File: config.mk
export PLATFORM = sky130hd
export DESIGN_NAME = rx_mac
export DESIGN_NICKNAME = d
export VERILOG_FILES = /design/src/rtl/eth_pkg.sv /design/src/rtl/crc32_rx_d32.sv /design/src/rtl/rx_mac.sv
export SDC_FILE = /design/constraint.sdc
export NUM_CORES = 1
export LEC_CHECK = 0
export BUFFER_PORTS_ARGS = -buffer_cell sky130_fd_sc_hd__buf_2
export CAP_MARGIN = 20
export CORE_ASPECT_RATIO = 0.6
export CORE_MARGIN = 2
export CORE_UTILIZATION = 45
export DETAILED_ROUTE_END_ITERATION = 16
export PLACE_DENSITY = 0.75
export SYNTH_ARGS = -nofsm -noshare
export SYNTH_HDL_FRONTEND = slang
export SYNTH_SLANG_ARGS = --single-unit
File: constraint.sdc
create_clock -name rx_clk -period 6 [get_ports rx_clk]
set_input_delay 1.8 -clock rx_clk [delete_from_list [all_inputs] [get_ports rx_clk]]
set_output_delay 1.8 -clock rx_clk [all_outputs]
set_load 0.03 [all_outputs]
File: src/rtl/eth_pkg.sv
// Shared Ethernet/XGMII constants, CRC-32 byte step and RX types for the tx and rx MACs.
package eth_pkg;

  localparam logic [7:0] XGMII_IDLE  = 8'h07;
  localparam logic [7:0] XGMII_START = 8'hFB;
  localparam logic [7:0] XGMII_TERM  = 8'hFD;
  localparam logic [7:0] XGMII_ERROR = 8'hFE;

  localparam logic [7:0] ETH_PRE = 8'h55;
  localparam logic [7:0] ETH_SFD = 8'hD5;

  localparam logic [31:0] CRC32_POLY_REFL = 32'hEDB88320;
  localparam logic [31:0] CRC32_INIT      = 32'hFFFFFFFF;
  localparam logic [31:0] CRC32_RESIDUE   = 32'hDEBB20E3;

  localparam int unsigned ETH_MIN_FRAME = 64;
  localparam int unsigned ETH_MAX_FRAME = 1518;

  typedef enum logic [1:0] {
    IDLE,
    PREAMBLE,
    DATA,
    DRAIN
  } rx_state_t;

  typedef struct packed {
    logic [31:0] tdata;
    logic [3:0]  tkeep;
    logic        tvalid;
    logic        tlast;
    logic        tuser;
  } axis_rx_t;

  // One byte of the reflected CRC-32, LSB of the byte first.
  function automatic logic [31:0] crc32_byte(input logic [31:0] crc, input logic [7:0] b);
    logic [31:0] c;
    c = crc ^ {24'h0, b};
    for (int i = 0; i < 8; i++) begin
      c = c[0] ? ((c >> 1) ^ CRC32_POLY_REFL) : (c >> 1);
    end
    return c;
  endfunction

endpackage

File: src/rtl/crc32_rx_d32.sv
// Reflected CRC-32 over up to four bytes per cycle (lane 0 first); exposes the raw register.
module crc32_rx_d32 import eth_pkg::*; (
  input  logic        clk,
  input  logic        rst,
  input  logic        clr,
  input  logic [31:0] data,
  input  logic [3:0]  valid,
  output logic [31:0] crc
);

  logic [31:0] crc_next;

  always_comb begin
    crc_next = crc;
    for (int i = 0; i < 4; i++) begin
      if (valid[i]) crc_next = crc32_byte(crc_next, data[8*i +: 8]);
    end
  end

  always_ff @(posedge clk or posedge rst) begin
    if (rst)      crc <= CRC32_INIT;
    else if (clr) crc <= CRC32_INIT;
    else          crc <= crc_next;
  end

endmodule

File: src/rtl/rx_mac.sv
// XGMII (32-bit) to AXI-Stream receive MAC: preamble/SFD detection, FCS strip and check,
// length and error qualification, abort on an unexpected Start.
module rx_mac import eth_pkg::*; #(
  parameter int unsigned AXIS_DATA_WIDTH  = 32,
  parameter int unsigned XGMII_DATA_WIDTH = 32,
  parameter int unsigned MAX_FRAME_SIZE   = ETH_MAX_FRAME
) (
  input  logic                         rx_clk,
  input  logic                         rx_rst,
  input  logic [XGMII_DATA_WIDTH-1:0]  in_xgmii_data,
  input  logic [XGMII_DATA_WIDTH/8-1:0] in_xgmii_ctl,
  output logic [AXIS_DATA_WIDTH-1:0]   out_master_rx_tdata,
  output logic [AXIS_DATA_WIDTH/8-1:0] out_master_rx_tkeep,
  output logic                         out_master_rx_tvalid,
  output logic                         out_master_rx_tlast,
  output logic                         out_master_rx_tuser,
  output logic                         out_rx_frame_good,
  output logic                         out_rx_frame_bad
);

  localparam logic [15:0] MIN_LEN    = 16'(ETH_MIN_FRAME);
  localparam logic [15:0] MAX_LEN    = 16'(MAX_FRAME_SIZE);
  localparam logic [31:0] START_WORD = {ETH_PRE, ETH_PRE, ETH_PRE, XGMII_START};
  localparam logic [31:0] SFD_WORD   = {ETH_SFD, ETH_PRE, ETH_PRE, ETH_PRE};

  rx_state_t   state;
  logic [31:0] d0, d1;
  logic        v0, v1;
  logic [15:0] cnt;
  logic        err;
  logic [3:0]  tail_keep;
  axis_rx_t    axis;
  logic        good, bad;

  logic        is_start, start_word, sfd_word;
  logic        term_any, fe_any, ctl_err, err_now, frame_ok;
  logic [1:0]  term_lane;
  logic [3:0]  below;
  logic [2:0]  len_add;
  logic [16:0] cnt_sum;
  logic [15:0] cnt_next;
  logic [31:0] crc;
  logic        crc_clr;
  logic [3:0]  crc_valid;

  // Decode of the current XGMII word.
  always_comb begin
    is_start   = in_xgmii_ctl[0] && (in_xgmii_data[7:0] == XGMII_START);
    start_word = (in_xgmii_data == START_WORD) && (in_xgmii_ctl == 4'b0001);
    sfd_word   = (in_xgmii_data == SFD_WORD) && (in_xgmii_ctl == 4'b0000);
    term_any   = 1'b0;
    term_lane  = 2'd0;
    fe_any     = 1'b0;
    for (int i = 3; i >= 0; i--) begin
      if (in_xgmii_ctl[i] && (in_xgmii_data[8*i +: 8] == XGMII_TERM)) begin
        term_any  = 1'b1;
        term_lane = 2'(i);
      end
      if (in_xgmii_ctl[i] && (in_xgmii_data[8*i +: 8] == XGMII_ERROR)) fe_any = 1'b1;
    end
    case (term_lane)
      2'd0:    below = 4'b0000;
      2'd1:    below = 4'b0001;
      2'd2:    below = 4'b0011;
      default: below = 4'b0111;
    endcase
    // Idle lanes after the terminate are legal; control in a data lane is not.
    ctl_err  = term_any ? |(in_xgmii_ctl & below) : |in_xgmii_ctl;
    err_now  = ctl_err | fe_any;
    len_add  = term_any ? {1'b0, term_lane} : 3'd4;
    cnt_sum  = {1'b0, cnt} + {14'd0, len_add};
    cnt_next = cnt_sum[16] ? 16'hFFFF : cnt_sum[15:0];
    frame_ok = (crc == CRC32_RESIDUE) && (cnt >= MIN_LEN) && (cnt <= MAX_LEN);
    crc_clr  = (state != DATA);
    crc_valid = 4'b0000;
    if (state == DATA && !is_start) crc_valid = term_any ? below : 4'b1111;
  end

  crc32_rx_d32 u_crc (
    .clk   (rx_clk),
    .rst   (rx_rst),
    .clr   (crc_clr),
    .data  (in_xgmii_data),
    .valid (crc_valid),
    .crc   (crc)
  );

  always_ff @(posedge rx_clk or posedge rx_rst) begin
    if (rx_rst) begin
      state     <= IDLE;
      d0        <= '0;
      d1        <= '0;
      v0        <= 1'b0;
      v1        <= 1'b0;
      cnt       <= '0;
      err       <= 1'b0;
      tail_keep <= '0;
      axis      <= '0;
      good      <= 1'b0;
      bad       <= 1'b0;
    end else begin
      axis.tvalid <= 1'b0;
      axis.tlast  <= 1'b0;
      axis.tuser  <= 1'b0;
      good        <= 1'b0;
      bad         <= 1'b0;
      case (state)
        IDLE: if (start_word) state <= PREAMBLE;

        PREAMBLE: begin
          if (sfd_word) begin
            state <= DATA;
            v0    <= 1'b0;
            v1    <= 1'b0;
            cnt   <= '0;
            err   <= 1'b0;
          end else begin
            state <= IDLE;
          end
        end

        DATA: begin
          if (is_start) begin
            // Abort: flush the oldest held word as a bad last beat, drop the rest.
            state <= IDLE;
            v0    <= 1'b0;
            v1    <= 1'b0;
            bad   <= 1'b1;
            if (v1 || v0) begin
              axis.tdata  <= v1 ? d1 : d0;
              axis.tkeep  <= 4'b1111;
              axis.tvalid <= 1'b1;
              axis.tlast  <= 1'b1;
              axis.tuser  <= 1'b1;
            end
          end else if (term_any) begin
            state     <= DRAIN;
            cnt       <= cnt_next;
            err       <= err | err_now;
            tail_keep <= below;
            if (term_lane == 2'd0) begin
              // Previous word is all FCS, so the word before it is the last beat now.
              v0 <= 1'b0;
              v1 <= 1'b0;
              if (v1) begin
                axis.tdata  <= d1;
                axis.tkeep  <= 4'b1111;
                axis.tvalid <= 1'b1;
                axis.tlast  <= 1'b1;
                axis.tuser  <= !(frame_ok && !err && !err_now);
              end
              good <= v1 && frame_ok && !err && !err_now;
              bad  <= !(v1 && frame_ok && !err && !err_now);
            end else begin
              d1 <= d0;
              v1 <= v0;
              v0 <= 1'b0;
              if (v1) begin
                axis.tdata  <= d1;
                axis.tkeep  <= 4'b1111;
                axis.tvalid <= 1'b1;
              end
            end
          end else begin
            d0  <= in_xgmii_data;
            v0  <= 1'b1;
            d1  <= d0;
            v1  <= v0;
            cnt <= cnt_next;
            err <= err | err_now;
            if (v1) begin
              axis.tdata  <= d1;
              axis.tkeep  <= 4'b1111;
              axis.tvalid <= 1'b1;
            end
          end
        end

        DRAIN: begin
          // Partial final beat once the trailing FCS bytes are in the CRC.
          state <= IDLE;
          v0    <= 1'b0;
          v1    <= 1'b0;
          if (v1) begin
            axis.tdata  <= d1;
            axis.tkeep  <= tail_keep;
            axis.tvalid <= 1'b1;
            axis.tlast  <= 1'b1;
            axis.tuser  <= !(frame_ok && !err);
          end
          if (tail_keep != 4'b0000) begin
            good <= v1 && frame_ok && !err;
            bad  <= !(v1 && frame_ok && !err);
          end
        end

        default: state <= IDLE;
      endcase
    end
  end

  assign out_master_rx_tdata  = axis.tdata;
  assign out_master_rx_tkeep  = axis.tkeep;
  assign out_master_rx_tvalid = axis.tvalid;
  assign out_master_rx_tlast  = axis.tlast;
  assign out_master_rx_tuser  = axis.tuser;
  assign out_rx_frame_good    = good;
  assign out_rx_frame_bad     = bad;

endmodule
* Yosys cells after proc, flatten, opt, wreduce, memory -nomap -nowiden
Index checks and enable logic that the tools add are counted.
** Word-level totals
- Register bits after elaboration :: 162
- Output and inout port bits :: 41
** Operators by class
- Bitwise logic cells :: 41
- $lt $le $gt $ge :: 2
- Mux-type cells :: 96
- Add/sub/neg operators :: 1
- Reductions and logical operators :: 43
- Equality and inequality tests :: 27
** Operators with widths (number)
- 2-to-1 mux 32 bit :: 40
- inverter 13 -> 14 bit :: 32
- 2-to-1 mux 39 bit :: 4
- XOR 32 x 8 -> 32 bit :: 4
- 2-to-1 mux 37 bit :: 3
- one-hot mux 39 bit (2 select lines) :: 1
- == test 8 bit (second input constant) :: 9
- == test 32 bit (second input constant) :: 2
- 2-to-1 mux 16 bit :: 3
- == test 32 x 31 -> 1 bit (second input constant) :: 1
- one-hot mux 16 bit (2 select lines) :: 1
- 2-to-1 mux 1 bit :: 24
- 2-to-1 mux 2 bit :: 10
- logical AND 1 bit :: 19
- adder 16 x 3 -> 17 bit :: 1
- greater-or-equal comparator 16 x 7 -> 1 bit (second input constant) :: 1
- <= comparator 16 x 11 -> 1 bit (second input constant) :: 1
- != test 2 bit (second input constant) :: 6
- AND reduction 3 bit :: 4
- one-hot mux 3 bit (3 select lines) :: 1
- 2-to-1 mux 4 bit :: 2
- one-hot mux 2 bit (4 select lines) :: 1
- OR reduction 4 bit :: 2
- zero test 1 bit :: 7
- other kinds (20) :: 31

* Logic depth before layout (Yosys ltp)
- Word-level depth :: 73
- Depth in mapped cells :: 20
- Mapped depth without buffers :: 15

* By module
A second synthesis with hierarchy kept.
** Unflattened totals
- Cell total of the unflattened synthesis :: 1216
- Area, all modules :: 12839.8 µm²
** By module, submodules not included
- crc32_rx_d32 :: cells an instance 682, seq. area each 840.8 µm², area each 6640.1 µm², instances 1
- rx_mac :: cells an instance 534, seq. area each 3228.1 µm², area each 6199.7 µm², instances 1

* Least setup slack after synthesis
No wires, ideal clock.
- Path type :: input port to flip-flop
- From :: input port in_xgmii_data[2]
- To :: register u_crc.crc[19]
- Data required time :: 5918 ps
- Path slack :: -333 ps
- Data arrival time :: 6251 ps
- Path buffers :: 3
- Stages :: 17
- Path through :: buf_2 xnor2_1 o41a_1 buf_4 mux2i_1 xnor2_1 xnor3_1 o21ai_0 or4b_1 buf_2 xor2_1 xnor3_1 o21ai_1 nand4_4 xnor2_4 xor3_1 a22oi_1
** Between the ends
- Longest elaborated chain between the ends :: 52
- Elaborated cells on any way between the ends :: 83
** Ends and longest elaborated chain
- from (decl) :: line rx_mac.sv:10 : input logic [XGMII_DATA_WIDTH-1:0] in_xgmii_data,
- parallel branches: the longest is 50 deep, another holds 2-to-1 mux 32 bit
- 2-to-1 mux 32 bit (*) :: line crc32_rx_d32.sv:16 : if (valid[i]) crc_next = crc32_byte(crc_next, data[8*i +: 8]);
- 2-to-1 mux 32 bit (*) :: line crc32_rx_d32.sv:22 : else if (clr) crc <= CRC32_INIT;
- to (signal assigned) :: line crc32_rx_d32.sv:23 : else crc <= crc_next;
- to (decl) :: line crc32_rx_d32.sv:8 : output logic [31:0] crc
Mark *: on every way between the ends.
A chain may end at the register's enable or synchronous reset.

* Final worst setup path
- From :: input port in_xgmii_data[0]
- To :: register u_crc.crc[24]
** Between the ends
- Longest elaborated chain between the ends :: 53
- Elaborated cells on any way between the ends :: 83
** Ends and longest elaborated chain
- XOR 32 x 8 -> 32 bit :: line eth_pkg.sv:37 : c = crc ^ {24'h0, b};
- 2-to-1 mux 32 bit :: line eth_pkg.sv:39 : c = c[0] ? ((c >> 1) ^ CRC32_POLY_REFL) : (c >> 1);
- 2-to-1 mux 32 bit / inverter 13 -> 14 bit (equally long branches)
- inverter 13 -> 14 bit (no source line) / 2-to-1 mux 32 bit (equally long branches)
- 2-to-1 mux 32 bit :: line eth_pkg.sv:39
- inverter 13 -> 14 bit (no source line)
- 2-to-1 mux 32 bit :: line eth_pkg.sv:39
- inverter 13 -> 14 bit (no source line)
- [36 not listed]
- inverter 13 -> 14 bit (no source line) / 2-to-1 mux 32 bit (equally long branches)
- 2-to-1 mux 32 bit :: line eth_pkg.sv:39
- inverter 13 -> 14 bit (no source line) / 2-to-1 mux 32 bit (equally long branches)
- 2-to-1 mux 32 bit (2 in series) :: line eth_pkg.sv:39
- inverter 13 -> 14 bit (no source line) / 2-to-1 mux 32 bit (equally long branches)
- 2-to-1 mux 32 bit :: line eth_pkg.sv:39
- 2-to-1 mux 32 bit (*) :: line crc32_rx_d32.sv:16
- 2-to-1 mux 32 bit (*) :: line crc32_rx_d32.sv:22
Mark *: on every way between the ends. The rest lies on a longest branch, timed or not.

==> impl_results.md <==
- Total die area: 28100 µm²
- EDFF count, synth: 0
- Initial antenna violation count: 0
- DR DRC count: 0
- DP Area: 14700 µm²
- Worst-skew pair later-pin latency: 0.44 ns
- Final std cells w/o fill: 1961
- Slew Limit Fails: 0
- Syn Std Cell Area: 12000 µm²
- I/O Buffers: 78
- Detailed Place HPWL: roughly 35000 µm
- First-pass GRT wire length: just under 70000 µm
- CP Launch Type: input pin
- Wirelength, routed: 45900 µm
- RSZ-0062 raised after global routing: yes
- Nets: about 1600
- Layout cell share with drive strength beyond 1: 32.4%
- Largest cells by area after synthesis: dfrtp_1 27%, xnor2_1 11%, nand2_1 8.1%
- CP cell instances: clkbuf_4 > inv_1 > buf_4 > o41ai_4 > buf_4 > buf_12 > nand2_1 > mux2_4 > nand2_8 > buf_8 > xnor3_1 > o21a_1 > xor2_2 > xnor3_1 > o21ai_4 > xor2_2 > buf_6 > xnor2_4 > buf_6 > xnor2_1 > buf_4 > xnor2_1 > a22oi_1
- GRT Total Usage: 32.6%
- DR vias: 11400
- Top cell type's share of synthesized area: 26.9%
- Post-synth ARST share: 100%
- CP Capture Type: register
- Clock sinks: 161
- Setup WS post-layout: 0.0258 ns
- Max Cap Violations: 0
- Vias in the first global route: 10800
- Critical Path RT: approximately 6.4 ns
- Slowest cell on crit path: o41ai_4
- Cts hold-fix bufs: 0
- Average routed wire per standard cell: 23.4 µm
- Filler instances: 2230
- Initial drt markers: 1713
- Worst-Margin Slew: around 0.9 ns
- Minimum hold slack: between 0.4 and 0.5 ns
- Largest net degree at the start of global routing: 162
- Slew headroom: between 30 and 40%
- Synth top cells by count: 260 x nand2_1, 153 x xnor2_1, 129 x dfrtp_1
- Sequential area share after synthesis: approximately a third
- Syn. warnings: 0
- Die H: 131 µm
- Main synth FF type: dfrtp_1
- DIE WIDTH: 215 µm
- Root Buffer: clkbuf_16
- DRT antenna net count: 0
- IO Pins: 79
- Pre-CTS setup slack: -0.488 ns
- Mapped Avg Cell Area: 9.31 µm²
- Htree depth: 4
- Placed cells: 1901
- CP Class: input pin to register
- Peak Freq: about 0.17 GHz
- Most used cell, CP: buf_4
- Grt ovf: 0
- Worst-path fanout max: 14
- Initial Utilization: 45.7%
- Cts bufs inserted: 17
- Placer Congestion: slightly below 1
- Tmin final: 5.97 ns
- Synth Instances: 1291
- Layout area overhead: 32.0%
- Worst endpoint data arrival time: 6.32 ns
- Via density: 5.83
- Final Hold Fails: 0
- Core area: 26300 µm²
- Hold Crit Class: register to register
- CTS tree: built
- CP max stage delay: 0.41 ns
- Yosys reg bits: 161
- Drt pass-1 iters: 6
- CTS max path bufs: 2
- # rows: 46
- Final setup fails: 0
- Final instance area: 15900 µm²
- Status: finished clean
- Worst Clk Skew: approximately 0.011 ns
- Final worst path period share: 99.6%
- Cell with the most instances after synthesis: nand2_1
- Netlist cell types: 84
- Post-synthesis net count: 1333
- Clk slew on worst S/H paths: 0.06 ns
- Post-synth top area cell: dfrtp_1
## registers in the layout, indices dropped and copies added, names as in the netlist
register              count
u_crc.crc                32
v0                        1
out_rx_frame_good         1
out_master_rx_tvalid      1
cnt                      16
err                       1
tail_keep                 3
state                     2
out_master_rx_tdata      32
out_master_rx_tuser       1
v1                        1
out_rx_frame_bad          1
d1                       32
out_master_rx_tkeep       4
d0                       32
out_master_rx_tlast       1
## metal layers
layer	vias to the layer above	routed length [µm]	share of wire, %	track usage [%]
met3	59	6580	14	13.5
met2	737	18100	39	44.7
met1	5604	20500	45	48.2
met5	-	0	0	0
li1	5040	-	-	-
met4	0	708	1.5	5.60
## worst max-delay path, delay by kind of cell
family	cells	cell delay (ns)
XOR/XNOR	7	1.53
buffers and inverters	9	1.32
multiplexers	1	0.36
AND/OR/NAND/NOR	2	0.20
AO/OA/AOI/OAI	4	1.09
## worst paths after layout
kind	startpoint	endpoint	slack [ns]	cells past startpoint
setup / recovery	in_xgmii_data[0]	u_crc.crc[24]	0.03	23
max in group asynchronous	rx_rst	d0[5]	3.74	3
hold / removal	d1[13]	d1[13]	0.47	2
min in group asynchronous	rx_rst	cnt[9]	1.55	3
setup reg to reg	u_crc.crc[5]	u_crc.crc[21]	0.71	18
hold reg to reg	d1[13]	d1[13]	0.47	2
## cell usage in the layout, fill, tap and decap left out, types with 8 or more instances in the layout
cell       synthesis  final
xnor3_1           33     26
inv_1             50     49
nand2_1          260    260
nand3_1           19     19
dfstp_2           32     32
buf_2             10     75
a222oi_1          33     33
nor4_1            10      9
dfrtp_1          129    129
a22oi_1           26     23
xor2_2             4      9
xnor2_2           13     17
clkbuf_16          0     17
buf_12             0      9
mux2i_1           30     24
xnor2_4            7     16
a31oi_1            8      8
nor3_1            26     25
a21oi_1           54     51
and3_1            10      8
xnor3_2            2      9
o21ai_0           43     40
xnor2_1          153    140
xor2_1            58     48
nor2_1            75     70
buf_4              1    253
nand4_1           14     14
## per-stage QoR
stage	TNS, ns	utilization, %
6_report	0	60.3
5_1_grt	-0.479	60.3
4_1_cts	0	58.1
3_5_place_dp	-10.22	55.8
3_3_place_gp	-8.12	55.8
2_1_floorplan	-0.933	-
## logic make-up after synthesis
group,synth area share (%)
buffers and inverters,4.01
AOI/OAI and AO/OA,13.0
xor gates and xnor gates,27.7
and+or+nand+nor,17.6
muxes,3.36
adders and majority gates,0.479
DFF,33.9
## timing repair
action	CTS	global route
pin swaps	1	26
gates resized for setup	2	71
setup endpoints to repair	6	27
buffers inserted	1	26
## final cells by class
| cell class | instances | area (µm²) | area share, % |
|---|---|---|---|
| diodes | 1 | 2.50 | 0.0158 |
| clock buffers | 22 | 474 | 2.99 |
| clock inverters | 10 | 103 | 0.647 |
| inverters | 51 | 195 | 1.23 |
| multi-input cells | 1008 | 7990 | 50.3 |
| flip-flops and latches | 161 | 4070 | 25.6 |
| well taps | 360 | 450 | 2.84 |
| repair buffers | 348 | 2590 | 16.3 |
Power is not shown: default switching activity piles up to over one toggle a cycle in this logic, so the estimate is an artifact.
